**config.mk**
```make
export PLATFORM = sky130hd
export DESIGN_NAME = spi_bus_bridge
export DESIGN_NICKNAME = d
export VERILOG_FILES = /design/src/rtl/spi_bus_bridge_pkg.sv /design/src/rtl/spi_bus_bridge_sync.sv /design/src/rtl/spi_bus_bridge.sv
export SDC_FILE = /design/constraint.sdc
export NUM_CORES = 1
export LEC_CHECK = 0
export ABC_AREA = 1
export CAP_MARGIN = 20
export CORE_ASPECT_RATIO = 0.75
export CORE_MARGIN = 2
export CORE_UTILIZATION = 44
export DETAILED_ROUTE_END_ITERATION = 10
export PLACE_DENSITY = 0.77
export REMOVE_ABC_BUFFERS = 1
export SYNTH_ARGS = -nofsm -noshare
export SYNTH_HDL_FRONTEND = slang
export SYNTH_SLANG_ARGS = --single-unit
```
**constraint.sdc**
```tcl
create_clock -name clk -period 4.1 [get_ports clk]
set_input_delay 0.615 -clock clk [delete_from_list [all_inputs] [get_ports clk]]
set_output_delay 0.615 -clock clk [all_outputs]
set_load 0.01 [all_outputs]
```
**src/rtl/spi_bus_bridge_pkg.sv**
```systemverilog
// Shared definitions for the SPI-to-bus bridge: frame constants and FSM states.
package spi_bus_bridge_pkg;

  // Command byte width and the bit that selects write (1) or read (0).
  localparam int CMD_W      = 8;
  localparam int CMD_WR_BIT = 7;

  // Frame-level FSM states.
  typedef enum logic [2:0] {
    IDLE  = 3'd0,
    CMD   = 3'd1,
    ADDR  = 3'd2,
    WDATA = 3'd3,
    RWAIT = 3'd4,
    RDATA = 3'd5,
    DRAIN = 3'd6
  } state_t;

  // Largest of three widths; sizes the shared bit counter.
  function automatic int max3(input int a, input int b, input int c);
    int m;
    m = (a > b) ? a : b;
    return (m > c) ? m : c;
  endfunction

endpackage

```
**src/rtl/spi_bus_bridge_sync.sv**
```systemverilog
// Multi-flop synchronizer with rising/falling edge detection for one SPI pin.
module spi_sync_edge #(
  parameter int   STAGES  = 2,
  parameter logic RST_VAL = 1'b0
) (
  input  logic clk,
  input  logic rst,
  input  logic din,
  output logic dout,
  output logic rise,
  output logic fall
);

  logic [STAGES-1:0] sync_q, sync_d;
  logic              prev_q, prev_d;
  // fill_q fills with ones after reset; edges are reported only once both the
  // synchronized value and its delayed copy reflect the real pin, so a pin that
  // already differs from its reset value does not look like a fresh edge.
  logic [STAGES:0]   fill_q, fill_d;

  // Next-state for the shift chain, the edge-detect copy and the fill marker.
  always_comb begin
    sync_d = {sync_q[STAGES-2:0], din};
    prev_d = sync_q[STAGES-1];
    fill_d = {fill_q[STAGES-1:0], 1'b1};
  end

  // Synchronizer flops, preset to the idle level of the pin.
  always_ff @(posedge clk or posedge rst) begin
    if (rst) begin
      sync_q <= {STAGES{RST_VAL}};
      prev_q <= RST_VAL;
      fill_q <= '0;
    end else begin
      sync_q <= sync_d;
      prev_q <= prev_d;
      fill_q <= fill_d;
    end
  end

  assign dout = sync_q[STAGES-1];
  assign rise = fill_q[STAGES] &  dout & ~prev_q;
  assign fall = fill_q[STAGES] & ~dout &  prev_q;

endmodule

```
**src/rtl/spi_bus_bridge.sv**
```systemverilog
// SPI mode-0 slave that turns each cmd/addr/data frame into one bus write or read.
module spi_bus_bridge
  import spi_bus_bridge_pkg::*;
#(
  parameter int ADDR_W      = 16,
  parameter int DATA_W      = 16,
  parameter int SYNC_STAGES = 2
) (
  input  logic              clk,
  input  logic              reset,
  input  logic              sclk,
  input  logic              mosi,
  input  logic              cs,
  output logic              miso,
  output logic [ADDR_W-1:0] bus_addr,
  output logic [DATA_W-1:0] bus_wdata,
  output logic              bus_we,
  output logic              bus_re,
  input  logic [DATA_W-1:0] bus_rdata,
  input  logic              bus_rvalid,
  output logic              rd_late
);

  localparam int CNT_W = $clog2(max3(CMD_W, ADDR_W, DATA_W) + 1);

  logic sclk_s, sclk_rise, sclk_fall;
  logic mosi_s, mosi_rise, mosi_fall;
  logic cs_s, cs_rise, cs_fall;

  spi_sync_edge #(.STAGES(SYNC_STAGES), .RST_VAL(1'b0)) u_sync_sclk (
    .clk (clk), .rst (reset), .din (sclk),
    .dout(sclk_s), .rise(sclk_rise), .fall(sclk_fall)
  );

  spi_sync_edge #(.STAGES(SYNC_STAGES), .RST_VAL(1'b0)) u_sync_mosi (
    .clk (clk), .rst (reset), .din (mosi),
    .dout(mosi_s), .rise(mosi_rise), .fall(mosi_fall)
  );

  spi_sync_edge #(.STAGES(SYNC_STAGES), .RST_VAL(1'b1)) u_sync_cs (
    .clk (clk), .rst (reset), .din (cs),
    .dout(cs_s), .rise(cs_rise), .fall(cs_fall)
  );

  state_t            state_q, state_d;
  logic [CNT_W-1:0]  cnt_q, cnt_d;
  logic              cmd_wr_q, cmd_wr_d;
  logic [ADDR_W-1:0] addr_sh_q, addr_sh_d;
  // Receives write data, and later holds read data being shifted out on miso.
  logic [DATA_W-1:0] data_sh_q, data_sh_d;
  logic [ADDR_W-1:0] bus_addr_q, bus_addr_d;
  logic [DATA_W-1:0] bus_wdata_q, bus_wdata_d;
  logic              bus_we_q, bus_we_d;
  logic              bus_re_q, bus_re_d;
  logic              miso_q, miso_d;
  logic              rd_late_q, rd_late_d;

  logic [ADDR_W-1:0] addr_shift_in;
  logic [DATA_W-1:0] data_shift_in;

  assign addr_shift_in = {addr_sh_q[ADDR_W-2:0], mosi_s};
  assign data_shift_in = {data_sh_q[DATA_W-2:0], mosi_s};

  // Edges that the frame logic does not need, plus the shift-register MSB that
  // only ever falls off the end.
  logic unused_sigs;
  assign unused_sigs = ^{sclk_s, mosi_rise, mosi_fall, cs_rise, data_sh_q[DATA_W-1]};

  // Frame FSM: counts sclk rising edges per phase and issues at most one strobe.
  always_comb begin
    state_d     = state_q;
    cnt_d       = cnt_q;
    cmd_wr_d    = cmd_wr_q;
    addr_sh_d   = addr_sh_q;
    data_sh_d   = data_sh_q;
    bus_addr_d  = bus_addr_q;
    bus_wdata_d = bus_wdata_q;
    bus_we_d    = 1'b0;
    bus_re_d    = 1'b0;
    miso_d      = miso_q;
    rd_late_d   = rd_late_q;

    case (state_q)
      IDLE: begin
        if (cs_fall) begin
          state_d = CMD;
          cnt_d   = '0;
        end
      end

      CMD: begin
        if (sclk_rise) begin
          if (cnt_q == CNT_W'(CMD_W - 1 - CMD_WR_BIT)) begin
            cmd_wr_d = mosi_s;
          end
          if (cnt_q == CNT_W'(CMD_W - 1)) begin
            cnt_d   = '0;
            state_d = ADDR;
          end else begin
            cnt_d = cnt_q + 1'b1;
          end
        end
      end

      ADDR: begin
        if (sclk_rise) begin
          addr_sh_d = addr_shift_in;
          if (cnt_q == CNT_W'(ADDR_W - 1)) begin
            cnt_d = '0;
            if (cmd_wr_q) begin
              state_d = WDATA;
            end else begin
              // Read request goes out now so data has the whole gap before
              // the first data edge to come back.
              bus_addr_d = addr_shift_in;
              bus_re_d   = 1'b1;
              state_d    = RWAIT;
            end
          end else begin
            cnt_d = cnt_q + 1'b1;
          end
        end
      end

      WDATA: begin
        if (sclk_rise) begin
          data_sh_d = data_shift_in;
          if (cnt_q == CNT_W'(DATA_W - 1)) begin
            bus_addr_d  = addr_sh_q;
            bus_wdata_d = data_shift_in;
            bus_we_d    = 1'b1;
            cnt_d       = '0;
            state_d     = DRAIN;
          end else begin
            cnt_d = cnt_q + 1'b1;
          end
        end
      end

      RWAIT: begin
        // The master already sampled miso on this edge, so the data is lost:
        // flag it and clock out zeros for the rest of the data phase.
        if (sclk_rise) begin
          rd_late_d = 1'b1;
          data_sh_d = '0;
          miso_d    = 1'b0;
          cnt_d     = CNT_W'(1);
          state_d   = RDATA;
        end else if (bus_rvalid) begin
          data_sh_d = bus_rdata;
          miso_d    = bus_rdata[DATA_W-1];
          cnt_d     = '0;
          state_d   = RDATA;
        end
      end

      RDATA: begin
        if (sclk_rise) begin
          if (cnt_q == CNT_W'(DATA_W - 1)) begin
            miso_d  = 1'b0;
            cnt_d   = '0;
            state_d = DRAIN;
          end else begin
            cnt_d = cnt_q + 1'b1;
          end
        end else if (sclk_fall && (cnt_q != '0)) begin
          // Falls before the first data edge (the tail of the address bit)
          // must not shift away the preloaded MSB.
          data_sh_d = {data_sh_q[DATA_W-2:0], 1'b0};
          miso_d    = data_sh_q[DATA_W-2];
        end
      end

      DRAIN: begin
        state_d = DRAIN;
      end

      default: begin
        state_d = IDLE;
      end
    endcase

    // Deselect aborts the frame. A write strobe computed this same cycle
    // belongs to a complete frame and is kept; a read strobe is dropped.
    if (cs_s && (state_q != IDLE)) begin
      state_d  = IDLE;
      cnt_d    = '0;
      miso_d   = 1'b0;
      bus_re_d = 1'b0;
    end
  end

  // State and datapath registers, all cleared by reset.
  always_ff @(posedge clk or posedge reset) begin
    if (reset) begin
      state_q     <= IDLE;
      cnt_q       <= '0;
      cmd_wr_q    <= 1'b0;
      addr_sh_q   <= '0;
      data_sh_q   <= '0;
      bus_addr_q  <= '0;
      bus_wdata_q <= '0;
      bus_we_q    <= 1'b0;
      bus_re_q    <= 1'b0;
      miso_q      <= 1'b0;
      rd_late_q   <= 1'b0;
    end else begin
      state_q     <= state_d;
      cnt_q       <= cnt_d;
      cmd_wr_q    <= cmd_wr_d;
      addr_sh_q   <= addr_sh_d;
      data_sh_q   <= data_sh_d;
      bus_addr_q  <= bus_addr_d;
      bus_wdata_q <= bus_wdata_d;
      bus_we_q    <= bus_we_d;
      bus_re_q    <= bus_re_d;
      miso_q      <= miso_d;
      rd_late_q   <= rd_late_d;
    end
  end

  assign miso      = miso_q;
  assign bus_addr  = bus_addr_q;
  assign bus_wdata = bus_wdata_q;
  assign bus_we    = bus_we_q;
  assign bus_re    = bus_re_q;
  assign rd_late   = rd_late_q;

endmodule

```
==> out/results.tsv <==
metric	value	unit
status	complete, no violations	
First-pass DRT Iterations	8	
commonest non-fill, non-tap cells in the layout	nand2_1, dfrtp_1, o21ai_0	
maximum vdd drop	274	µV
cts hold-fix bufs	0	
yosys warns	0	
final setup fails	0	
die span in x	115	µm
Starting Density	45.1	%
post-synth top area cell	dfrtp_1	
most common cell after layout, fill and taps aside	nand2_1	
Worst slew margin	59.0	%
fin crit period	2.36	ns
worst path required time	4.32	ns
I/O Buffers	57	
HPWL Detailed	6080	µm
Yosys top cell area share	51.5	%
critical path arrival	2.58	ns
clk buf depth	2	
H-tree depth	3	
Final Hold Viols	0	
global placer's final weighted congestion	0.865	
synth top area cells	dfrtp_1, nand2_1, o21ai_0, inv_1, nand3_1	
total number of vias	3454	
Cell Pwr Density	492	nW/µm²
Most Frequent Cell on Critical Path	nand2_1	
Crit-path slowest cell	nand3_2	
Syn Area/Cell	7.89	µm²
CTS sink count	87	
WL/cell	12.5	µm
#FFs+latches synth	87	
cells after synthesis	517	
area grow syn2layout	24.3	%
num ports	58	
fmax	423	MHz
Via density	4.91	
row cnt	30	
global route overflow	0	
Worst-path clk slew	0.06	ns
largest net degree at the start of global routing	51	
Final Util	56.1	%
Worst path top cell family by delay	simple AND/OR/NAND/NOR gates	
CP max stage delay	0.44	ns
CTS Buf Count	9	
CTS tree	yes	
Worst Path Max Fanout	34	
drt total wl	8760	µm
Total GRT Usage	18.7	%
vias in the first global route	3276	
diode count	0	
setup_tns	0	ns
ANT nets after route	0	
Slew Viols, Final	0	
initial antenna violation count	0	
height of the chip	87.4	µm
DRT iter0 DRCs	298	
CP Capture Type	register	
Worst Path Buf+Inv	2	
classification of the worst setup path	reg -> reg	
crit-path cells	inv_2 -> nand3_2 -> nand2_1 -> nand2_1 -> inv_1 -> nand2_2 -> nand2_1 -> nand2_1	
core area	9050	µm²
Post-CTS Setup Bufs	0	
Clock Latency Late Sink	0.33	ns
final net count	595	
clock skew	0.00778	ns
worst min path class	reg -> reg	
startpoint types	register	
register area share after synthesis	53.4	%
RSZ-0062 raised after global routing	false	
post-CTS sizing	0	
mapped cell area	4080	µm²
leak pwr	2.36	nW
Netlist cell types	25	
hold slack	0.354	ns
Design Power	0.00250	W
max-cap violations	0	
actual slew at the worst max-slew pin	0.614	ns
clock root cell	clkbuf_16	
Remaining DRCs	0	
fin crit share	57.6	%
die area	10100	µm²
layout cell share with drive strength beyond 1	6.61	%
first-pass GRT wire length	15000	µm
[worst paths after layout]
kind	slack, ns	depth (start not counted)	endpoint	startpoint
setup / recovery	1.74	8	data_sh_q[0]$_DFFE_PP0P_	state_q[2]$_DFFE_PP0P_
hold / removal	0.35	0	u_sync_cs.fill_q[2]$_DFF_PP0_	u_sync_cs.fill_q[1]$_DFF_PP0_
setup reg to reg	1.74	8	data_sh_q[0]$_DFFE_PP0P_	state_q[2]$_DFFE_PP0P_
hold reg to reg	0.35	0	u_sync_cs.fill_q[2]$_DFF_PP0_	u_sync_cs.fill_q[1]$_DFF_PP0_
max in group asynchronous	2.97	3	bus_addr[8]$_DFFE_PP0P_	reset
min in group asynchronous	0.54	2	bus_wdata[0]$_DFFE_PP0P_	reset
[cell usage after synthesis (all sizes together)]
cell	number
nand2	157
dfrtp	84
o21ai	82
inv	75
nand3	52
nor2	27
clkbuf	10
buf	9
a21oi	7
dfstp	3
ha	3
nand4	2
nor3	2
a21boi	1
a31oi	1
conb	1
xor2	1
[registers in the layout, indices dropped and copies added, names as in the netlist, 2 cells and up]
register,cells
u_sync_cs.sync_q,2
cnt_q,5
u_sync_mosi.sync_q,2
u_sync_cs.fill_q,3
bus_wdata,16
bus_addr,16
addr_sh_q,16
u_sync_sclk.sync_q,2
state_q,3
data_sh_q,15
[layout make-up]
class,instances,area [µm²]
Clock buffer,11,243
Clock inverter,5,40.0
Fill cell,778,3970
Inverter,75,283
Multi-Input combinational cell,336,1530
Sequential cell,87,2180
Tap cell,128,160
Timing Repair Buffer,61,636
[logic make-up (layout without fill, tap and decap cells)]
kind of cell	Yosys count	after routing	synth area share (%)
AO/OA/AOI/OAI	91	91	11.6
XOR/XNOR	1	1	0.215
flip-flops	87	87	53.4
other	1	1	0.0919
AND/OR/NAND/NOR	240	240	24.6
adder cells (fa/ha/maj)	3	3	0.920
buffers and inverters	94	152	9.07
[where the power goes]
part           internal (W)  leakage [nW]  switching [W]
registers          0.000966          1.16      0.0000776
logic              0.000218          1.07       0.000478
clock network      0.000431         0.129       0.000325
[layer usage]
layer / track usage, % / part of all wire [%] / vias to the layer above / wire, µm
li1: - / - / 1736 / -
met1: 25.0 / 46 / 1586 / 4030
met2: 30.3 / 46 / 109 / 4040
met3: 4.24 / 5.9 / 23 / 516
met4: 6.35 / 2.0 / 0 / 171
met5: 0 / 0 / - / 0
[metrics by stage]
step	setup slack (ns)	cell area [µm²]	instances
detailed placement	1.30	4760	685
finish	1.74	5070	703
CTS	1.29	5040	701
floorplan	1.24	3990	498
global route	1.46	5070	703
global placement	1.55	4730	684
[worst reg2reg max path, stage by stage, from the launching register on]
cell and delay, ns:
dfrtp_1 0.43, inv_2 0.12, nand3_2 0.44, nand2_1 0.25, nand2_1 0.08, inv_1 0.39, nand2_2 0.33, nand2_1 0.16
nand2_1 0.06
No activity file was read; power rests on OpenSTA's default activity.
